<file path="src/rtl/uart_rx_ctrl.sv">
// UART receive sequencer: walks start/data/parity/stop slots, runs the oversample
// edge counter and data bit counter, and strobes the sampler, deserializer and checkers.
`timescale 1ns / 1ps

module uart_rx_ctrl #(
   parameter int unsigned DATA_W = 8,
   localparam int unsigned BIT_W = $clog2(DATA_W)
) (
   input  logic             clk,
   input  logic             reset,
   input  logic             RX_IN,
   input  logic             PAR_EN,
   input  logic [5:0]       Prescale,
   input  logic             strt_glitch,
   input  logic             par_err,
   input  logic             stp_err,
   output logic [5:0]       edge_cnt,
   output logic [BIT_W-1:0] bit_cnt,
   output logic             data_samp_en,
   output logic             deser_en,
   output logic             strt_chk_en,
   output logic             par_chk_en,
   output logic             stp_chk_en,
   output logic             data_valid,
   output logic             par_err_o,
   output logic             stp_err_o
);

   typedef enum logic [2:0] {
      StIdle,
      StStart,
      StData,
      StParity,
      StStop,
      StDone
   } t_state;

   localparam logic [BIT_W-1:0] LastBit = BIT_W'(DATA_W - 1);

   t_state           r_state;
   t_state           w_state_nxt;
   logic [5:0]       r_ps;
   logic [5:0]       w_ps_nxt;
   logic [5:0]       r_edge_cnt;
   logic [5:0]       w_edge_cnt_nxt;
   logic [BIT_W-1:0] r_bit_cnt;
   logic [BIT_W-1:0] w_bit_cnt_nxt;
   logic             r_par_err;
   logic             w_par_err_nxt;
   logic             r_stp_err;
   logic             w_stp_err_nxt;
   logic             w_end_of_bit;
   logic             w_frame_start;
   logic             w_last_bit;

   // ps == 0 makes ps-1 == 63, so the counter simply wraps at 63 instead of locking up
   assign w_end_of_bit  = (r_state != StIdle) && (r_edge_cnt == (r_ps - 6'd1));
   assign w_frame_start = (r_state == StIdle) && !RX_IN;
   assign w_last_bit    = (r_bit_cnt == LastBit);

   // Next-state decision for the frame sequencer
   always_comb begin
      w_state_nxt = r_state;
      unique case (r_state)
         StIdle: begin
            if (!RX_IN) w_state_nxt = StStart;
         end
         StStart: begin
            if (w_end_of_bit) w_state_nxt = strt_glitch ? StIdle : StData;
         end
         StData: begin
            // PAR_EN is only looked at here, so toggling it mid-frame is harmless
            if (w_end_of_bit && w_last_bit) w_state_nxt = PAR_EN ? StParity : StStop;
         end
         StParity: begin
            if (w_end_of_bit) w_state_nxt = StStop;
         end
         StStop: begin
            if (w_end_of_bit) w_state_nxt = StDone;
         end
         StDone: begin
            w_state_nxt = StIdle;
         end
         default: begin
            w_state_nxt = StIdle;
         end
      endcase
   end

   // Next values for prescale latch, counters and sticky error flags
   always_comb begin
      w_ps_nxt       = r_ps;
      w_edge_cnt_nxt = r_edge_cnt;
      w_bit_cnt_nxt  = r_bit_cnt;
      w_par_err_nxt  = r_par_err;
      w_stp_err_nxt  = r_stp_err;

      // Prescale is frozen for the whole frame; flags restart with each frame
      if (w_frame_start) begin
         w_ps_nxt      = Prescale;
         w_par_err_nxt = 1'b0;
         w_stp_err_nxt = 1'b0;
      end

      if ((r_state == StIdle) || (w_state_nxt == StIdle) || w_end_of_bit) begin
         w_edge_cnt_nxt = 6'd0;
      end else begin
         w_edge_cnt_nxt = r_edge_cnt + 6'd1;
      end

      if (r_state == StIdle) begin
         w_bit_cnt_nxt = '0;
      end else if ((r_state == StStart) && w_end_of_bit) begin
         w_bit_cnt_nxt = '0;
      end else if ((r_state == StData) && w_end_of_bit && !w_last_bit) begin
         w_bit_cnt_nxt = r_bit_cnt + 1'b1;
      end

      // Checker results are only trusted on the end_of_bit edge
      if ((r_state == StParity) && w_end_of_bit) begin
         w_par_err_nxt = r_par_err | par_err;
      end
      if ((r_state == StStop) && w_end_of_bit) begin
         w_stp_err_nxt = r_stp_err | stp_err;
      end
   end

   // State register
   always_ff @(posedge clk or posedge reset) begin
      if (reset) begin
         r_state <= StIdle;
      end else begin
         r_state <= w_state_nxt;
      end
   end

   // Datapath registers: prescale latch, counters, sticky error flags
   always_ff @(posedge clk or posedge reset) begin
      if (reset) begin
         r_ps       <= 6'd0;
         r_edge_cnt <= 6'd0;
         r_bit_cnt  <= '0;
         r_par_err  <= 1'b0;
         r_stp_err  <= 1'b0;
      end else begin
         r_ps       <= w_ps_nxt;
         r_edge_cnt <= w_edge_cnt_nxt;
         r_bit_cnt  <= w_bit_cnt_nxt;
         r_par_err  <= w_par_err_nxt;
         r_stp_err  <= w_stp_err_nxt;
      end
   end

   // Enables and strobes decoded from the current state
   always_comb begin
      data_samp_en = 1'b0;
      deser_en     = 1'b0;
      strt_chk_en  = 1'b0;
      par_chk_en   = 1'b0;
      stp_chk_en   = 1'b0;
      data_valid   = 1'b0;
      unique case (r_state)
         StIdle: begin
         end
         StStart: begin
            data_samp_en = 1'b1;
            strt_chk_en  = 1'b1;
         end
         StData: begin
            data_samp_en = 1'b1;
            deser_en     = w_end_of_bit;
         end
         StParity: begin
            data_samp_en = 1'b1;
            par_chk_en   = 1'b1;
         end
         StStop: begin
            data_samp_en = 1'b1;
            stp_chk_en   = 1'b1;
         end
         StDone: begin
            // Flags already include whatever was captured on the stop-bit edge
            data_valid = !r_par_err && !r_stp_err;
         end
         default: begin
         end
      endcase
   end

   assign edge_cnt  = r_edge_cnt;
   assign bit_cnt   = r_bit_cnt;
   assign par_err_o = r_par_err;
   assign stp_err_o = r_stp_err;

endmodule

</file>
<file path="config.mk">
export PLATFORM = sky130hd
export DESIGN_NAME = uart_rx_ctrl
export DESIGN_NICKNAME = d
export VERILOG_FILES = /design/src/rtl/uart_rx_ctrl.sv
export SDC_FILE = /design/constraint.sdc
export NUM_CORES = 1
export LEC_CHECK = 0
export ABC_AREA = 1
export CORE_ASPECT_RATIO = 1.2
export CORE_MARGIN = 3
export CORE_UTILIZATION = 37
export DETAILED_ROUTE_END_ITERATION = 16
export PLACE_DENSITY = 0.6
export SKIP_CTS_REPAIR_TIMING = 1
export SLEW_MARGIN = 20
export SYNTH_ARGS = -nofsm -noshare
export SYNTH_HDL_FRONTEND = slang
export SYNTH_SLANG_ARGS = --single-unit
</file>
<file path="constraint.sdc">
create_clock -name clk -period 2.9 [get_ports clk]
set_input_delay 0.58 -clock clk [delete_from_list [all_inputs] [get_ports clk]]
set_output_delay 0.58 -clock clk [all_outputs]
set_load 0.03 [all_outputs]
</file>
# Yosys cells after proc, flatten, opt, wreduce, memory -nomap -nowiden
# Index checks and enable logic that the tools add are counted.
[word_totals] regBits=20 in_bits=13 output_inout_bits=17 word_cells=61
[op_classes] add_sub_neg=3 eq_ne=7 muxes=21 bitwise_logic=2 n_reduce_logical=22
[op_table] cell="2-to-1 mux 3 bit" n=9
[op_table] cell="one-hot mux 3 bit (5 select lines)" n=1
[op_table] cell="== test 3 bit, second input constant" n=3
[op_table] cell="logical AND 1 bit" n=9
[op_table] cell="2-to-1 mux 1 bit" n=9
[op_table] cell="adder 6 x 1 -> 6 bit, second input constant" n=1
[op_table] cell="== test 3 x 2 -> 1 bit, second input constant" n=2
[op_table] cell="== test 6 bit" n=1
[op_table] cell="logical NOT 3 bit" n=2
[op_table] cell="2-to-1 mux 6 bit" n=1
[op_table] cell="nonzero test 3 bit" n=2
[op_table] cell="subtractor 6 x 1 -> 6 bit, second input constant" n=1
[op_table] cell="logical NOT 1 bit" n=4
[op_table] cell="nonzero test 2 bit" n=2
[op_table] cell="OR reduction 4 bit" n=1
[op_table] cell="adder 3 x 1 -> 3 bit, second input constant" n=1
[op_table] cell="== test 3 x 1 -> 1 bit, second input constant" n=1
[op_table] cell="logical OR 1 bit" n=2
[op_table] cell="2-to-1 mux 2 bit" n=1
[op_table] cell="bitwise OR 1 bit" n=2

# Depth between registers and ports, before layout
[logic_depth] depth_word=10 ltp_mapped=15 ltp_nobuf=15

# Least setup slack after synthesis
# Ideal clock, no wire load.
[synth_timing] path_kind="register -> output" startpoint="register r_stp_err, in the netlist stp_err_o" endpoint="output data_valid" t_arrival_ps=1533 setup_slack_ps=787 stages_incl_launch_ff=2 path_buffers=0 cell_sequence="dfrtp_1 > nor4_1"
[synth_between] elab_chain_len=3
[synth_lines] item="start, declared" line_no="50" text="logic r_stp_err;"
[synth_lines] item="start signal, assigned" line_no="150" text="r_stp_err <= w_stp_err_nxt;"
[synth_lines] item="logical NOT 1 bit" line_no="183" text="data_valid = !r_par_err && !r_stp_err;"
[synth_lines] item="logical AND 1 bit" line_no="183"
[synth_lines] item="2-to-1 mux 1 bit" line_no="162" text="unique case (r_state)"
[synth_lines] item="end, declared" line_no="24" text="output logic data_valid,"
# No other way between the ends.

# Worst setup path in the final report
[layout_timing] startpoint="register r_state[2]" endpoint="output data_samp_en"
[layout_between] elab_chain_len=3
[layout_lines] item="start, declared" line_no="40" text="t_state r_state;"
[layout_lines] item="start signal, assigned" line_no="131" text="r_state <= StIdle;"
[layout_lines] item="start signal, assigned" line_no="133" text="r_state <= w_state_nxt;"
[layout_lines] item="== test 3 x 1 -> 1 bit (tied with other cells)" line_no="162"
[layout_lines] item="OR reduction 4 bit (no source line) *"
[layout_lines] item="2-to-1 mux 1 bit *" line_no="162"
[layout_lines] item="end, declared" line_no="19" text="output logic data_samp_en,"
# Mark *: on every way between the ends. The rest lies on a longest branch, timed or not.

==> results.toml <==
[clock_tree]
cts_max_path_buffers = 2
clock_sink_count = 20
clock_insertion_delay_worst_skew_ns = 0.26
cts.root.buffer_cell = "sky130_fd_sc_hd__clkbuf_8"
numCtsBuffers = 3
cts_tree = "done"
clk_pin_slew_worst_paths_ns = 0.07
h-tree-depth = 1

[finish]
layout.cell_area.non_filler_sq_um = 1720
multi_input_gate_area_sq_um = 678
number_of_filler_instances_in_the_final_layout = 332
layout.area.seq_sq_um = 500
num_antenna_cells = 0
layout-drive-gt1-share_pct = 17.7
layout.cells.most_common = "sky130_fd_sc_hd__nand2_1"
final_nets = 221
top_library_cells_by_usage_in_the_layout_fill_and_taps_aside = "sky130_fd_sc_hd__nand2_1 (42), sky130_fd_sc_hd__clkdlybuf4s50_1 (28), sky130_fd_sc_hd__inv_1 (20), sky130_fd_sc_hd__dfrtp_1 (20), sky130_fd_sc_hd__nand3_1 (12)"
postLayoutCoreUtil_pct = 51.1
finish.cell_count_without_fillers = 240
synthToLayoutAreaGrowth_pct = 31.7

[critical_path]
r2r_slack_ns = 0.86
setup.worst_path.start_class = "flop"
critical_path_sink_type = "primary output"
crit_fanout = 6
worst-r2r-cell-count = 11
timing_worst_setup_path_type = "reg2out"
timing.rr.start = "r_ps[0]$_DFFE_PP0P_"
crit-reg2reg-capture = "edge_cnt[0]$_DFF_PP0_"
crit_required_ns = 2.32
cp_data_arrival_time_ns = 1.97

[run_status]
result_of_the_run = "completed"

[global_route]
grt_start_max_net_pins = 21
initial_antenna_violation_count = 0
combined_global_route_utilization_of_all_metal_layers_pct = 15.2
wire_length_of_the_first_global_routing_pass_um = 5000
grt_remaining_overflow = 0
first_global_vias = 1202

[power]
p_per_area_nw_per_um2 = 1100
power.total_mw = 1.89
leakage_nw = 0.847
vdd_drop_max_uv = 812

[placement]
placed_cells = 236
post-place-ws_ns = 0.251
place.gp.congestion = 0.852
hpwlAfterDp_um = 2330
post_dp_cell_area_sq_um = 1650
io_buffers = 29

[sta]
finalWorstPathRequiredPeriod_ns = 2.55
tightestPinTransition_ns = 0.774
fmaxAchievable_mhz = 393
setup_violations = 0
hold_viol_final = 0
final.setup_skew_ns = 0.00381
rsz0062_at_grt = "no"
timing.final.crit_share_pct = 87.8
slew_headroom_pct = 48.3
final.setup.tns_ns = 0
final.hold.worst_slack_ns = 0.553
postLayoutSetupSlackWorst_ns = 0.353
timing_max_transition_violations_final = 0

[synthesis]
post_synth_inst_count = 170
dominantRegCellSynth = "sky130_fd_sc_hd__dfrtp_1"
synth_top_area_share_pct = 38.4
yosys_warnings = 0
netlist_top_cells_area = "sky130_fd_sc_hd__dfrtp_1 (38%), sky130_fd_sc_hd__nand2_1 (12%), sky130_fd_sc_hd__inv_1 (5.8%)"
yosysUniqueCellTypes = 32
synthesis.area_per_instance_sq_um = 7.68
syn_nets = 187
synth.ff_latch_count = 20
synth_sequential_area_ratio_pct = 38.4
synth-edff-count = 0
syn_area_sq_um = 1310
synth.largest_area_cell = "sky130_fd_sc_hd__dfrtp_1"
async_flop_share_pct = 100

[die]
die_height_um = 71.1
rows = 23
core_area_sq_um = 3370
dieWidth_um = 60.2
initial_core_util_pct = 38.8
pin_count = 30
die_area_sq_um = 4280

[routing]
routed_wl_um = 2950
drt_first_iter_violations = 25
drt_drc_violations_left = 0
post_drt_via_cell_ratio = 4.95
via_count = 1187
detail_route.wl_per_cell_um = 12.3
antenna_left = 0
detailedRoute.firstPassIterationCount = 4

[worst_hold_path]
whs_endpoint = "par_err_o$_DFFE_PP0P_"
timing.hold.worst.class = "reg2reg"
min_delay_path_depth = 2
worst_hold_startpoint = "par_err_o$_DFFE_PP0P_"

[job]
maxCapViolCount = 0
[routing by layer]
layer / track usage (%) / wire, um
met5: 0 / 0
met4: 8.37 / 89
met3: 2.01 / 162
met2: 26.8 / 1450
met1: 17.1 / 1240
[synth_stat cells (2+ instances only)]
master and count:
sky130_fd_sc_hd__a21oi_1 6, sky130_fd_sc_hd__ha_1 4, sky130_fd_sc_hd__xor2_1 3, sky130_fd_sc_hd__dfrtp_1 20, sky130_fd_sc_hd__nor2_4 2, sky130_fd_sc_hd__nand2_4 2
sky130_fd_sc_hd__nor3_1 4, sky130_fd_sc_hd__nand2_2 5, sky130_fd_sc_hd__inv_2 7, sky130_fd_sc_hd__nand4_1 2, sky130_fd_sc_hd__nor2_1 11, sky130_fd_sc_hd__inv_1 20
sky130_fd_sc_hd__nor2_2 7, sky130_fd_sc_hd__o21ai_0 7, sky130_fd_sc_hd__nand2_1 42, sky130_fd_sc_hd__nand3_1 12
[power breakdown]
group / internal (mW) / total [mW] / switching (mW)
logic: 0.434 / 1.14 / 0.701
registers: 0.371 / 0.478 / 0.107
clock network: 0.184 / 0.279 / 0.0944
total: 0.989 / 1.89 / 0.902
[worst max-delay path by stage]
stage | start | endpoint | slack [ns]
after floorplan | stp_err_o$_DFFE_PP0P_ | data_valid | 0.79
after global placement | r_ps[0]$_DFFE_PP0P_ | deser_en | 0.30
after detailed placement | r_ps[0]$_DFFE_PP0P_ | deser_en | 0.25
after CTS | r_ps[0]$_DFFE_PP0P_ | deser_en | -0.04
after global routing | r_ps[0]$_DFFE_PP0P_ | deser_en | 0.18
final | r_state[2]$_DFF_PP0_ | data_samp_en | 0.35
[cell type report]
class                           count  share of cell area, %
Clock buffer                        3                   2.40
Sequential cell                    20                   29.1
Multi-Input combinational cell    120                   39.4
Inverter                           29                   7.13
Tap cell                           37                   2.69
Timing Repair Buffer               30                   17.5
Clock inverter                      1                   1.75
[state kept, by name, summed over array words and instances, names as in the netlist]
name       count
stp_err_o      1
r_state        3
bit_cnt        3
edge_cnt       6
r_ps           6
par_err_o      1
[cells by family (layout without fill, tap and decap cells)]
logic type               Yosys count  count (layout)  synth area share (%)
AO/OA/AOI/OAI                     15              15                  6.14
adder cells (fa/ha/maj)            4               4                  3.84
XOR/XNOR                           5               5                  3.93
flip-flops                        20              20                  38.4
AND/OR/NAND/NOR                   96              96                  38.1
buffers and inverters             30              63                  9.68
[worst max-delay path, stage by stage, from the launching register on]
cell	delay (ns)
sky130_fd_sc_hd__dfrtp_1	0.44
sky130_fd_sc_hd__inv_1	0.12
sky130_fd_sc_hd__nor2_1	0.08
sky130_fd_sc_hd__or4_1	0.46
sky130_fd_sc_hd__clkdlybuf4s50_1	0.60
Power figures use the tool's default switching activity.
